[config.mk]
export PLATFORM = sky130hd
export DESIGN_NAME = hour
export DESIGN_NICKNAME = d
export VERILOG_FILES = /design/src/rtl/hour.sv
export SDC_FILE = /design/constraint.sdc
export NUM_CORES = 1
export LEC_CHECK = 0
export ABC_AREA = 1
export CAP_MARGIN = 20
export CORE_MARGIN = 5
export CORE_UTILIZATION = 35
export DETAILED_ROUTE_END_ITERATION = 10
export REMOVE_ABC_BUFFERS = 1
export SETUP_SLACK_MARGIN = 0.3
export SYNTH_ARGS = -nofsm -noshare
export SYNTH_HDL_FRONTEND = slang
export SYNTH_SLANG_ARGS = --single-unit
export TNS_END_PERCENT = 10
[constraint.sdc]
create_clock -name hour_clk -period 3.3 [get_ports hour_clk]
set_clock_uncertainty 0.2 [all_clocks]
set_input_delay 0.66 -clock hour_clk [delete_from_list [all_inputs] [get_ports hour_clk]]
set_output_delay 0.66 -clock hour_clk [all_outputs]
set_load 0.05 [all_outputs]
[src/rtl/hour.sv]
// ---------------------------------------------------------------------------
// hour -- hours stage of a digital clock.
//
// Holds a binary hour count (0..23). In run mode, the count advances when
// the minute stage's carry level falls, which means the minutes have wrapped
// from 59 to 00. In set mode, the count is stepped up or down by edges on the
// debounced buttons. The count is shown as registered BCD digits, in either
// 24 h format or 12 h format with an AM/PM flag.
//
// Parameters
//   INIT_HOUR     : binary hour (0..23) loaded into the count on reset
// Ports
//   hour_clk      : in  1  sole clock, rising edge
//   hour_rst_n    : in  1  synchronous active-low reset
//   hour_carry_in : in  1  level carry from minutes, high while minutes = 59
//   hour_fmt24    : in  1  1 = 24 h display, 0 = 12 h display with AM/PM
//   hour_set      : in  1  1 = manual adjust (carry ignored)
//   hour_up       : in  1  debounced increment button level
//   hour_dn       : in  1  debounced decrement button level
//   hour_tens     : out 2  BCD tens digit of the displayed hour
//   hour_ones     : out 4  BCD ones digit of the displayed hour
//   hour_pm       : out 1  1 when count >= 12 (both formats)
//   hour_day_out  : out 1  one-cycle pulse after a carry-driven 23 -> 0 wrap
// ---------------------------------------------------------------------------
module hour #(
  parameter int unsigned INIT_HOUR = 0
) (
  input  logic       hour_clk,
  input  logic       hour_rst_n,
  input  logic       hour_carry_in,
  input  logic       hour_fmt24,
  input  logic       hour_set,
  input  logic       hour_up,
  input  logic       hour_dn,
  output logic [1:0] hour_tens,
  output logic [3:0] hour_ones,
  output logic       hour_pm,
  output logic       hour_day_out
);

  localparam logic [4:0] LAST_HOUR = 5'd23;
  localparam logic [4:0] INIT_CNT  = INIT_HOUR[4:0];

  // Map the 0..23 count to the hour that is shown on the display.
  // In 12 h mode, midnight and noon both show as 12.
  function automatic logic [4:0] disp_hour(input logic [4:0] cnt,
                                           input logic       fmt24);
    logic [4:0] h;
    h = cnt;
    if (!fmt24) begin
      if (cnt == 5'd0)       h = 5'd12;
      else if (cnt > 5'd12)  h = cnt - 5'd12;
    end
    return h;
  endfunction

  // Binary 0..23 to {tens[1:0], ones[3:0]}.
  function automatic logic [5:0] to_bcd(input logic [4:0] h);
    logic [4:0] r;
    logic [1:0] t;
    if (h >= 5'd20) begin
      t = 2'd2;
      r = h - 5'd20;
    end else if (h >= 5'd10) begin
      t = 2'd1;
      r = h - 5'd10;
    end else begin
      t = 2'd0;
      r = h;
    end
    return {t, r[3:0]};
  endfunction

  logic [4:0] count_q, count_d;
  logic       carry_q;
  logic       up_q, dn_q;
  logic [1:0] tens_q;
  logic [3:0] ones_q;
  logic       pm_q;
  logic       day_q, day_d;

  logic       carry_evt, up_evt, dn_evt;
  logic [4:0] count_inc, count_dec;
  logic [5:0] bcd;

  // A falling carry level marks minutes rolling over to 00. Because the
  // event is tied to the falling edge, a long carry-high period can only
  // produce one increment.
  assign carry_evt = carry_q & ~hour_carry_in;
  assign up_evt    = hour_up & ~up_q;
  assign dn_evt    = hour_dn & ~dn_q;

  assign count_inc = (count_q == LAST_HOUR) ? 5'd0 : count_q + 5'd1;
  assign count_dec = (count_q == 5'd0) ? LAST_HOUR : count_q - 5'd1;

  always_comb begin
    count_d = count_q;
    day_d   = 1'b0;
    if (!hour_set) begin
      if (carry_evt) begin
        count_d = count_inc;
        day_d   = (count_q == LAST_HOUR);
      end
    end else begin
      // Coincident up and down edges cancel each other.
      if (up_evt && !dn_evt)       count_d = count_inc;
      else if (dn_evt && !up_evt)  count_d = count_dec;
    end
    bcd = to_bcd(disp_hour(count_q, hour_fmt24));
  end

  // Button history resets to 1 so that a button held through the release
  // of reset does not look like a fresh press.
  always_ff @(posedge hour_clk) begin
    if (!hour_rst_n) begin
      count_q <= INIT_CNT;
      carry_q <= 1'b0;
      up_q    <= 1'b1;
      dn_q    <= 1'b1;
      tens_q  <= 2'd0;
      ones_q  <= 4'd0;
      pm_q    <= 1'b0;
      day_q   <= 1'b0;
    end else begin
      count_q <= count_d;
      carry_q <= hour_carry_in;
      up_q    <= hour_up;
      dn_q    <= hour_dn;
      tens_q  <= bcd[5:4];
      ones_q  <= bcd[3:0];
      pm_q    <= (count_q >= 5'd12);
      day_q   <= day_d;
    end
  end

  assign hour_tens    = tens_q;
  assign hour_ones    = ones_q;
  assign hour_pm      = pm_q;
  assign hour_day_out = day_q;

endmodule

======== Word-level counts from Yosys, hierarchy flattened ========
Index checks and enable logic that the tools add are counted.
operators by class
  add/sub/neg operators ................... 5
  $lt $le $gt $ge ......................... 4
  eq/ne operators ......................... 2
  multiplexer cells ....................... 13
  bitwise logic cells ..................... 8
  reduce and logical (&&, ||, !) cells .... 9
operator list
  cell                                                                                  count
  5-bit 2-to-1 mux                                                                      9
  5-bit by 4-bit greater-or-equal comparator with 1-bit output (second input constant)  2
  4-bit 2-to-1 mux                                                                      2
  5-bit by 1-bit adder with 5-bit output (second input constant)                        1
  5-bit equality test (second input constant)                                           1
  5-bit greater-or-equal comparator (second input constant)                             1
  5-bit by 4-bit greater-than comparator with 1-bit output (second input constant)      1
  5-bit zero test                                                                       1
  1-bit inverter                                                                        5
  5-bit by 1-bit subtractor with 5-bit output (second input constant)                   1
  5-bit by 4-bit subtractor with 5-bit output (second input constant)                   1
  4-bit by 3-bit subtractor with 4-bit output (second input constant)                   1
  4-bit subtractor (second input constant)                                              1
  1-bit AND                                                                             3
  3-bit by 1-bit inequality test with 1-bit output (second input constant)              1
  3-bit OR reduction                                                                    1
  1-bit logical AND                                                                     2
  1-bit zero test                                                                       2
  2-bit 2-to-1 mux                                                                      1
  2-bit AND reduction                                                                   1
  2-bit nonzero test                                                                    1
  2-bit OR reduction                                                                    1
  1-bit 2-to-1 mux                                                                      1
storage, ports and cells
  bits in registers ....................... 16
  input port bits ......................... 7
  word-level logic and storage cells ...... 50

======== Logic depth before layout (Yosys ltp) ========
Gate-level depths: netlist (run 1).
  depth in word-level cells ............... 7
  mapped depth ............................ 18
  gate-level depth less buffers ........... 17

======== Worst setup path after synthesis (run 1) ========
OpenSTA, ideal clock, no wires.
  path type ............................... register to register
  from .................................... register count_q[2]
  to ...................................... register ones_q[1] (netlist: hour_ones[1])
  setup time .............................. 115 ps
  arrival time ............................ 2019 ps
  required time ........................... 2985 ps
  path slack .............................. 966 ps
  cell stages (with the launch flop) ...... 19
  buffers on the path ..................... 1
  period minus slack after synthesis ...... 2334 ps
  cell sequence ........................... dfxtp_1 > buf_2 > inv_1 > ha_1 > nand2_2 > nor2_2 > nand2_2 > inv_1 > nor2_1 > inv_1 > ha_1 > nand2_1 > a21oi_1 > nor2_1 > nand2_2 > nand2_4 > nand2_2 > o21ai_1 > nor2_1
between the ends
  word-level cells in the longest chain between the ends .. 7
ends and longest elaborated chain
  element                                                                                                                         line    RTL
  start: declaration                                                                                                              74      logic [4:0] count_q, count_d;
  start signal: assignment                                                                                                        125     count_q <= count_d;
  5-bit by 4-bit subtractor with 5-bit output / 5-bit by 4-bit greater-than comparator with 1-bit output (equally long branches)  52      else if (cnt > 5'd12) h = cnt - 5'd12;
  5-bit 2-to-1 mux                                                                                                                52
  5-bit 2-to-1 mux                                                                                                                51      if (cnt == 5'd0) h = 5'd12;
  5-bit 2-to-1 mux *                                                                                                              50      if (!fmt24) begin
  5-bit by 4-bit greater-or-equal comparator with 1-bit output / 4-bit subtractor (equally long branches)                         64, 66
  4-bit 2-to-1 mux                                                                                                                64      end else if (h >= 5'd10) begin
  4-bit 2-to-1 mux *                                                                                                              61      if (h >= 5'd20) begin
  end signal: assignment                                                                                                          130     ones_q <= bcd[3:0];
  end: declaration                                                                                                                78      logic [3:0] ones_q;
Mark *: on every way between the ends. The rest lies on a longest branch, timed or not.
A chain may end at the register's enable or synchronous reset.

======== Worst setup path after layout (run 1) ========
Same ends and word-level chain as after synthesis.

==> results of run 1 <==
-- logic make-up after synthesis --
kind of cell	after synthesis	synth area share, %
adders and majority gates	8	9.86
AOI/OAI and AO/OA	27	14.3
buffers and inverters	22	8.26
and+or+nand+nor	66	32.6
DFF	16	31.6
xor gates and xnor gates	4	3.45
-- worst max-delay path by stage --
stage / endpoint / slack, ns / cells past startpoint
5_1_grt: hour_ones[1] / 0.34 / 17
3_3_place_gp: hour_ones[1] / 0.53 / 16
6_report: hour_ones[1] / 0.63 / 17
2_1_floorplan: hour_ones[1] / 0.97 / 17
3_5_place_dp: hour_ones[1] / 0.45 / 16
4_1_cts: hour_ones[1] / 0.59 / 17
-- final cells by class --
| cell class | instances | area share (%) |
|---|---|---|
| timing repair buffer | 15 | 12.0 |
| multi-input combinational | 105 | 49.7 |
| tap | 31 | 3.16 |
| inverter | 20 | 6.11 |
| clock buffer | 4 | 2.95 |
| sequential | 16 | 26.1 |
-- power groups by stage --
stage,clock network [mW],registers (mW),logic (mW)
floorplan,0,0.261,0.112
detailed placement,0,0.226,0.203
global route,0.139,0.224,0.224
global placement,0,0.225,0.199
finish,0.132,0.221,0.202
CTS,0.133,0.222,0.203
-- sequential cells by signal (all words and copies together) (netlist names) --
name	cells
hour_day_out	1
count_q	5
carry_q	1
hour_tens	2
dn_q	1
hour_ones	4
up_q	1
hour_pm	1
-- routing by layer --
layer | share of wire, % | track usage [%]
met4 | 2.5 | 5.45
met1 | 50 | 14.7
met3 | 2.4 | 1.23
met5 | 0 | 0
met2 | 45 | 18.6
-- cells in the final DEF, fill, tap and decap left out, types with 3 or more instances in the layout --
cell / instances
clkbuf_4: 3
inv_1: 19
nor2_1: 10
nand2_1: 27
nand3_1: 9
nor3_1: 3
a21oi_1: 9
nand2_2: 5
ha_1: 8
xor2_1: 3
a31oi_1: 3
dfxtp_1: 16
clkdlybuf4s50_1: 14
o21ai_0: 10
-- through the flow --
step	util [%]	worst slack, ns	hold slack (ns)	cell area [um^2]	total power [mW]
3_5_place_dp	43.2	0.447	0.338	1190	0.429
4_1_cts	44.6	0.593	0.353	1230	0.558
2_1_floorplan	-	0.968	0.312	1010	0.373
5_1_grt	44.6	0.341	0.406	1230	0.587
6_report	44.6	0.626	0.356	1230	0.556
3_3_place_gp	43.2	0.531	0.339	1190	0.425
-- worst max-delay path: stages (launching register included) --
cell and delay [ns]:
dfxtp_1 0.54, inv_1 0.17, ha_1 0.25, nand2_2 0.09, nor2_2 0.07, nand2_2 0.13
inv_1 0.08, nor2_1 0.19, inv_1 0.07, ha_1 0.18, nand2_1 0.06, a21oi_1 0.04
nor2_1 0.13, nand2_2 0.08, nand2_4 0.09, nand2_2 0.06, o21ai_1 0.11, nor2_1 0.05
==> reports/metrics.cfg, run 1 <==
[clock_tree]
post-cts-setup-buffers=0
cts_buffers=3
cts_sinks=16
cts_resized=0
cts_tree=yes
clk_latency_ns=0.28
cts-root-buf=clkbuf_4
cts_max_path_buffers=2
htreeDepth=1
cts_hold_buffers=0
clkTransAtPathRegs_ns=0.10

[timing]
fin_setup_tns_ns=0
setup_viol=0
slew_violations=0
fmax_mhz=374
rsz0062_at_grt=no
worstMarginPinSlew_ns=0.496
slew_headroom_pct=66.9
period_share_pct=81.0
finalHoldViolations=0
fin_crit_ns=2.67

[critical_path]
cp.arrival_ns=2.67
critPathCaptureType=flip-flop
rr_startpoint=count_q[2]
crit_path_start_kind=flip-flop
cp-startpoint=count_q[2]
cp_max_fo=9
r2r_setup_slack_ns=0.63
r2r_cells=17
rr_endpoint=hour_ones[1]
cp_data_required_time_ns=3.29
path_class=flip-flop to flip-flop

[logic_synthesis]
syn_avg_cell_area_um2=7.10
synth_top_area_share_pct=31.6
synth_common_cells=nand2_1, inv_1, dfxtp_1
yosys.area.top_type=dfxtp_1
synth_edf_count=0
ys_ff_latch=16
netlist_top_cells_area=dfxtp_1, nand2_1, ha_1, inv_1, o21ai_0
synthCells=143
synth.most_common_cell=nand2_1
yosysWarnings=0
synthArstFlopShare_pct=0
synthDistinctLibCells=27
ys.flop_type=dfxtp_1
synth.cell_area_um2=1010
synth_seq_area_share_pct=31.6

[global_route]
grt_pass1_vias=900
grt_first_pass_wirelength_mm=3.90
track_usage_pct=11.3
grt_overflow_total=0
grt_max_degree=11
antenna_found_initial=0

[final_layout]
n_antenna_cell=0
fill_cells=295
area_growth_pct=21.1
ff_latch_area_um2=320
multi_input_area_um2=611
fin_nets=176
fin_cells=191
drive_gt1_share_pct=13.1

[power]
power_density_nw_per_um2=452
sequentialPowerShare_pct=39.9
switchingPower_mw=0.206
ir_drop_mv=0.193
combinationalPowerShare_pct=36.3
power.leakage_nw=0.599
swShare_pct=37.1
power_frac_clock_pct=23.8
internal_power_mw=0.350

[die]
die-area_um2=4080
die_y_um=63.8
coreArea_um2=2760
boundaryPins=15
initial_core_util_pct=36.8
rows=19
die_x_um=63.8

[min_path]
hold_path.class=flip-flop to flip-flop
worstHoldPathCells=2
hold_path_end=count_q[0]
hold_path_startpoint=count_q[0]

[detailed_routing]
ant_nets=0
drc=0
wire_per_inst_um=11.4
drt_first_pass_iters=4
num_vias=924
wirelength_mm=2.18
avgViaCountPerCell=4.84
first_iter_violations=27

[placement]
routabilityCongestion=0.817
place_inst=187
port_buffers=14
hpwl_mm=1.74

[flow_run]
maxCapViolCount=0

[status]
outcome=completed

Note: power is estimated with default switching activity, not from simulation.
==> inputs of run 2 (changes only) <==
==> constraint.sdc (replaced) <==
create_clock -name hour_clk -period 2.3 [get_ports hour_clk]
set_clock_uncertainty 0.2 [all_clocks]
set_input_delay 0.46 -clock hour_clk [delete_from_list [all_inputs] [get_ports hour_clk]]
set_output_delay 0.46 -clock hour_clk [all_outputs]
set_load 0.05 [all_outputs]
==> reports/metrics.cfg, run 2 (synthesized netlist as in run 1, its figures left out) <==
[critical_path]
worstPathCellList=inv_4 -> ha_4 -> nand2_4 -> nor2_4 -> nand2_2 -> inv_2 -> nor2_4 -> inv_2 -> ha_4 -> nand2_2 -> a21oi_2 -> nor2_1 -> nand2_2 -> nand2_4 -> nand2_4 -> o21ai_2 -> nor2_1  ; was inv_1 -> ha_1 -> nand2_2 -> nor2_2 -> nand2_2 -> inv_1 -> nor2_1 -> inv_1 -> ha_1 -> nand2_1 -> a21oi_1 -> nor2_1 -> nand2_2 -> nand2_4 -> nand2_2 -> o21ai_1 -> nor2_1
critPathCaptureType=flip-flop  ; unchanged
cpPeakStageDelay_ns=0.41  ; was 0.54 ns
path_class=flip-flop to flip-flop  ; unchanged
cp_max_fo=6  ; was 9
crit_path_start_kind=flip-flop  ; unchanged
cp.arrival_ns=2.13  ; was 2.67 ns
cp_data_required_time_ns=2.28  ; was 3.29 ns
slowest_stage=dfxtp_4  ; was dfxtp_1

[global_route]
met1_usage_pct=15.7  ; was 14.7%
use_met3_pct=2.28  ; was 1.23%
use_met2_pct=21.9  ; was 18.6%
grt_max_degree=10  ; was 11
track_usage_pct=13.0  ; was 11.3%
grt_first_pass_wirelength_mm=4.33  ; was 3.90 mm
antenna_found_initial=0  ; unchanged
grt-busiest-layer=met2  ; unchanged
grt_overflow_total=0  ; unchanged
grt_pass1_vias=1010  ; was 900

[detailed_routing]
ant_nets=0  ; unchanged
wire_per_inst_um=11.8  ; was 11.4 um
drt_first_pass_iters=4  ; unchanged
avgViaCountPerCell=4.82  ; was 4.84
wirelength_mm=2.57  ; was 2.18 mm
first_iter_violations=24  ; was 27
drc=0  ; unchanged
num_vias=1050  ; was 924

[timing]
slew_headroom_pct=66.9  ; about the same
fmax_mhz=467  ; was 374 MHz
finalHoldViolations=0  ; unchanged
period_share_pct=93.2  ; was 81.0%
setup_viol=0  ; unchanged
worstMarginPinSlew_ns=0.494  ; was 0.496 ns
rsz0062_at_grt=yes  ; was no
slew_violations=0  ; unchanged
fin_crit_ns=2.14  ; was 2.67 ns

[placement]
hpwl_mm=1.87  ; was 1.74 mm
routabilityCongestion=0.858  ; was 0.817
port_buffers=14  ; unchanged
place_inst=205  ; was 187

[clock_tree]
cts_buffers=3  ; unchanged
cts-root-buf=clkbuf_4  ; unchanged
clkTransAtPathRegs_ns=0.09  ; was 0.10 ns
htreeDepth=1  ; unchanged
cts_tree=yes  ; unchanged
clk_latency_ns=0.28  ; about the same
cts_sinks=16  ; unchanged
cts_max_path_buffers=2  ; unchanged
cts_hold_buffers=0  ; unchanged

[final_layout]
largest-register=count_q  ; unchanged
fill_cells=260  ; was 295
final_cell_mix=buf_4, nand2_1, clkdlybuf4s50_1  ; was nand2_1, inv_1, dfxtp_1
fin_cells=218  ; was 191
largest_register_ffs=5  ; unchanged
area_growth_pct=52.3  ; was 21.1%
drive_gt1_share_pct=38.0  ; was 13.1%
layout_commonest_cell=buf_4  ; was nand2_1
fin_nets=204  ; was 176
n_antenna_cell=0  ; unchanged

[die]
boundaryPins=15  ; unchanged
die_x_um=63.8  ; unchanged
die-area_um2=4080  ; unchanged
die_y_um=63.8  ; unchanged
rows=19  ; unchanged
coreArea_um2=2760  ; unchanged
initial_core_util_pct=36.8  ; unchanged

[power]
power.leakage_nw=0.737  ; was 0.599 nW
internal_power_mw=0.557  ; was 0.350 mW
power_density_nw_per_um2=578  ; was 452 nW/um^2
p_total_mw=0.893  ; was 0.556 mW
sequentialPowerShare_pct=35.1  ; was 39.9%
swShare_pct=37.7  ; was 37.1%
combinationalPowerShare_pct=48.3  ; was 36.3%
switchingPower_mw=0.336  ; was 0.206 mW
power_frac_clock_pct=16.6  ; was 23.8%
ir_drop_mv=0.327  ; was 0.193 mV

[status]
outcome=completed  ; unchanged

[flow_run]
maxCapViolCount=0  ; unchanged

[min_path]
hold_path.class=flip-flop to flip-flop  ; unchanged

[run 2: cell types whose count changed in the layout (fill, tap and decap cells not counted), moves of 4 or more]
cell and delta:
buf_4 +28, dfxtp_1 -4, ha_1 -4, ha_4 +4, inv_1 -7, inv_2 +6, nand2_1 -4
[run 2: layer usage]
layer | vias to the layer above | wire length, um | share of wire, %
met5 | - | 0 | 0
met4 | 0 | 55 | 2.1
met3 | 4 | 112 | 4.4
met2 | 15 | 1250 | 49
met1 | 479 | 1150 | 45
li1 | 552 | - | -
[run 2: cell type report]
| cell class | count | area, um^2 | area share (%) |
|---|---|---|---|
| multi-input cells | 105 | 719 | 46.6 |
| inverters | 20 | 77.6 | 5.02 |
| flip-flops and latches | 16 | 330 | 21.4 |
| clock buffers | 3 | 22.5 | 1.46 |
| well taps | 31 | 38.8 | 2.51 |
| repair buffers | 43 | 357 | 23.1 |
[run 2: stage by stage]
| step | utilization [%] | setup TNS, ns | worst slack [ns] | area [um^2] | hold WS, ns |
|---|---|---|---|---|---|
| 3_5_place_dp | 48.1 | -0.983 | -0.280 | 1330 | 0.370 |
| 6_report | 56.0 | 0 | 0.157 | 1550 | 0.385 |
| 5_1_grt | 56.0 | 0 | 0.0294 | 1550 | 0.434 |
| 3_3_place_gp | 48.1 | -0.530 | -0.175 | 1330 | 0.362 |
| 2_1_floorplan | - | -0.0367 | -0.0318 | 1010 | 0.312 |
| 4_1_cts | 53.8 | 0 | 0.185 | 1480 | 0.384 |
[run 2: power groups by stage]
stage / Sequential [mW] / Combinational, mW / Clock [mW]
after floorplan: 0.374 / 0.161 / 0
final: 0.314 / 0.431 / 0.148
after detailed placement: 0.318 / 0.346 / 0
after CTS: 0.313 / 0.395 / 0.155
after global placement: 0.318 / 0.341 / 0
after global routing: 0.317 / 0.472 / 0.164
[run 2: final timing paths]
check / from / endpoint / slack (ns) / cells after the start
hold reg to reg: carry_q / hour_day_out / 0.38 / 2
setup reg to reg: count_q[2] / hour_ones[1] / 0.16 / 17
hold / removal: carry_q / hour_day_out / 0.38 / 2
setup / recovery: count_q[2] / hour_ones[1] / 0.16 / 17
[run 2: critical path: cells and delay by family (launching register included)]
| kind | cells | cell delay (ns) |
|---|---|---|
| AO/OA/AOI/OAI | 2 | 0.14 |
| adder cells (fa/ha/maj) | 2 | 0.31 |
| buffers and inverters | 3 | 0.16 |
| flip-flops | 1 | 0.41 |
| AND/OR/NAND/NOR | 10 | 0.82 |
[run 2: what timing repair did]
action / 4_1_cts / 5_1_grt
resized for setup: 26 / 11
buffers inserted: 8 / 2
pin swaps: 16 / 11
setup endpoints to repair: 13 / 17
==> inputs of run 3 (changes only) <==
==> constraint.sdc (replaced) <==
create_clock -name hour_clk -period 2.8 [get_ports hour_clk]
set_clock_uncertainty 0.2 [all_clocks]
set_input_delay 0.56 -clock hour_clk [delete_from_list [all_inputs] [get_ports hour_clk]]
set_output_delay 0.56 -clock hour_clk [all_outputs]
set_load 0.05 [all_outputs]
==> reports/metrics.cfg, run 3 (synthesized netlist as in run 1, its figures left out) <==
[status]
outcome=completed  ; unchanged

[timing]
fin_setup_tns_ns=0  ; unchanged
slew_headroom_pct=66.8  ; was 66.9%
setup_viol=0  ; unchanged
finalHoldViolations=0  ; unchanged
setup_slack_ns=0.462  ; was 0.157 ns
rsz0062_at_grt=no  ; was yes
holdWs_ns=0.344  ; was 0.385 ns
slew_violations=0  ; unchanged
worstMarginPinSlew_ns=0.496  ; was 0.494 ns
period_share_pct=83.5  ; was 93.2%
fmax_mhz=428  ; was 467 MHz
fin_crit_ns=2.34  ; was 2.14 ns

[clock_tree]
clkTransAtPathRegs_ns=0.08  ; was 0.09 ns
cts_max_path_buffers=2  ; unchanged
cts_tree=yes  ; unchanged
clk_latency_ns=0.29  ; was 0.28 ns
cts-root-buf=clkbuf_4  ; unchanged
htreeDepth=1  ; unchanged
cts_buffers=3  ; unchanged
cts_hold_buffers=0  ; unchanged
cts_sinks=16  ; unchanged

[power]
sequentialPowerShare_pct=39.6  ; was 35.1%
power_frac_clock_pct=18.2  ; was 16.6%
p_total_mw=0.657  ; was 0.893 mW
swShare_pct=37.8  ; was 37.7%
power.leakage_nw=0.625  ; was 0.737 nW
combinationalPowerShare_pct=42.2  ; was 48.3%
internal_power_mw=0.409  ; was 0.557 mW
power_density_nw_per_um2=504  ; was 578 nW/um^2
switchingPower_mw=0.248  ; was 0.336 mW
ir_drop_mv=0.325  ; was 0.327 mV

[placement]
port_buffers=14  ; unchanged
pre_cts_slack_ns=0.0571  ; was -0.280 ns
place_inst=189  ; was 205
hpwl_mm=1.78  ; was 1.87 mm
placedInstanceArea_um2=1210  ; was 1330 um^2
routabilityCongestion=0.859  ; was 0.858

[final_layout]
drive_gt1_share_pct=22.3  ; was 38.0%
n_antenna_cell=0  ; unchanged
fin_cells=197  ; was 218
area_growth_pct=28.6  ; was 52.3%
postLayoutCoreUtil_pct=47.3  ; was 56.0%
largest-register=count_q  ; unchanged
fin_nets=183  ; was 204
largest_register_ffs=5  ; unchanged
layout_commonest_cell=nand2_1  ; was buf_4
final_area_um2=1310  ; was 1550 um^2
final_cell_mix=nand2_1, inv_1, dfxtp_1, clkdlybuf4s50_1, o21ai_0  ; was buf_4, nand2_1, clkdlybuf4s50_1

[detailed_routing]
num_vias=1007  ; was 1050
first_iter_violations=25  ; was 24
wire_per_inst_um=11.9  ; was 11.8 um
drc=0  ; unchanged
wirelength_mm=2.34  ; was 2.57 mm
ant_nets=0  ; unchanged
avgViaCountPerCell=5.11  ; was 4.82
drt_first_pass_iters=4  ; unchanged

[critical_path]
cp-startpoint=count_q[0]  ; was count_q[2]
cp.arrival_ns=2.32  ; was 2.13 ns
rr_startpoint=count_q[0]  ; was count_q[2]
critPathCaptureType=flip-flop  ; unchanged
cp_data_required_time_ns=2.78  ; was 2.28 ns
path_class=flip-flop to flip-flop  ; unchanged
cp_max_fo=6  ; unchanged
crit_path_start_kind=flip-flop  ; unchanged

[die]
die-area_um2=4080  ; unchanged
initial_core_util_pct=36.8  ; unchanged
die_y_um=63.8  ; unchanged
rows=19  ; unchanged
boundaryPins=15  ; unchanged
coreArea_um2=2760  ; unchanged
die_x_um=63.8  ; unchanged

[min_path]
hold_path_startpoint=count_q[0]  ; was carry_q
hold_path.class=flip-flop to flip-flop  ; unchanged

[global_route]
grt_pass1_vias=926  ; was 1010
grt_overflow_total=0  ; unchanged
grt_first_pass_wirelength_mm=3.97  ; was 4.33 mm
antenna_found_initial=0  ; unchanged
track_usage_pct=11.9  ; was 13.0%
grt_max_degree=10  ; unchanged

[flow_run]
maxCapViolCount=0  ; unchanged

## run 3: path summary, 6_finish.rpt
kind	to	slack [ns]	depth (start not counted)
max	hour_ones[1]	0.46	17
max reg2reg	hour_ones[1]	0.46	17
min	count_q[0]	0.34	2
min reg2reg	count_q[0]	0.34	2
## run 3: power by group through the flow
stage / Clock, mW / Sequential (mW) / Combinational, mW
floorplan: 0 / 0.308 / 0.132
global placement: 0 / 0.263 / 0.244
detailed placement: 0 / 0.264 / 0.247
CTS: 0.127 / 0.259 / 0.251
global route: 0.134 / 0.263 / 0.303
finish: 0.120 / 0.260 / 0.277
## run 3: area by class of cell
class | instances | area [um^2]
Tap cell | 31 | 38.8
Fill cell | 280 | 1450
Clock buffer | 3 | 22.5
Multi-Input combinational cell | 105 | 643
Timing Repair Buffer | 22 | 200
Inverter | 20 | 75.1
Sequential cell | 16 | 325
## run 3: worst max-delay path, cell delays in order (launching register included)
cell,delay [ns]
dfxtp_2,0.36
inv_2,0.12
ha_4,0.18
nand2_2,0.09
nor2_4,0.15
nand2_2,0.06
buf_4,0.15
nand2_2,0.08
nor2_4,0.04
ha_1,0.19
nand2_1,0.07
a21oi_1,0.04
nor2_1,0.12
nand2_2,0.07
nand2_4,0.10
nand2_2,0.06
o21ai_1,0.11
nor2_1,0.04
## run 3: repair_timing
action,4_1_cts,5_1_grt
gates resized for setup,3,11
setup buffers,0,5
pin swaps,0,2
endpoints found under the setup margin,3,5
## run 3: per-layer routing
metal	global-route usage (%)	share of wire (%)	up-vias
met4	8.57	2.8	0
met5	0	0	-
met3	1.58	4.7	4
met1	14.4	46	461
li1	-	-	514
met2	19.1	47	28
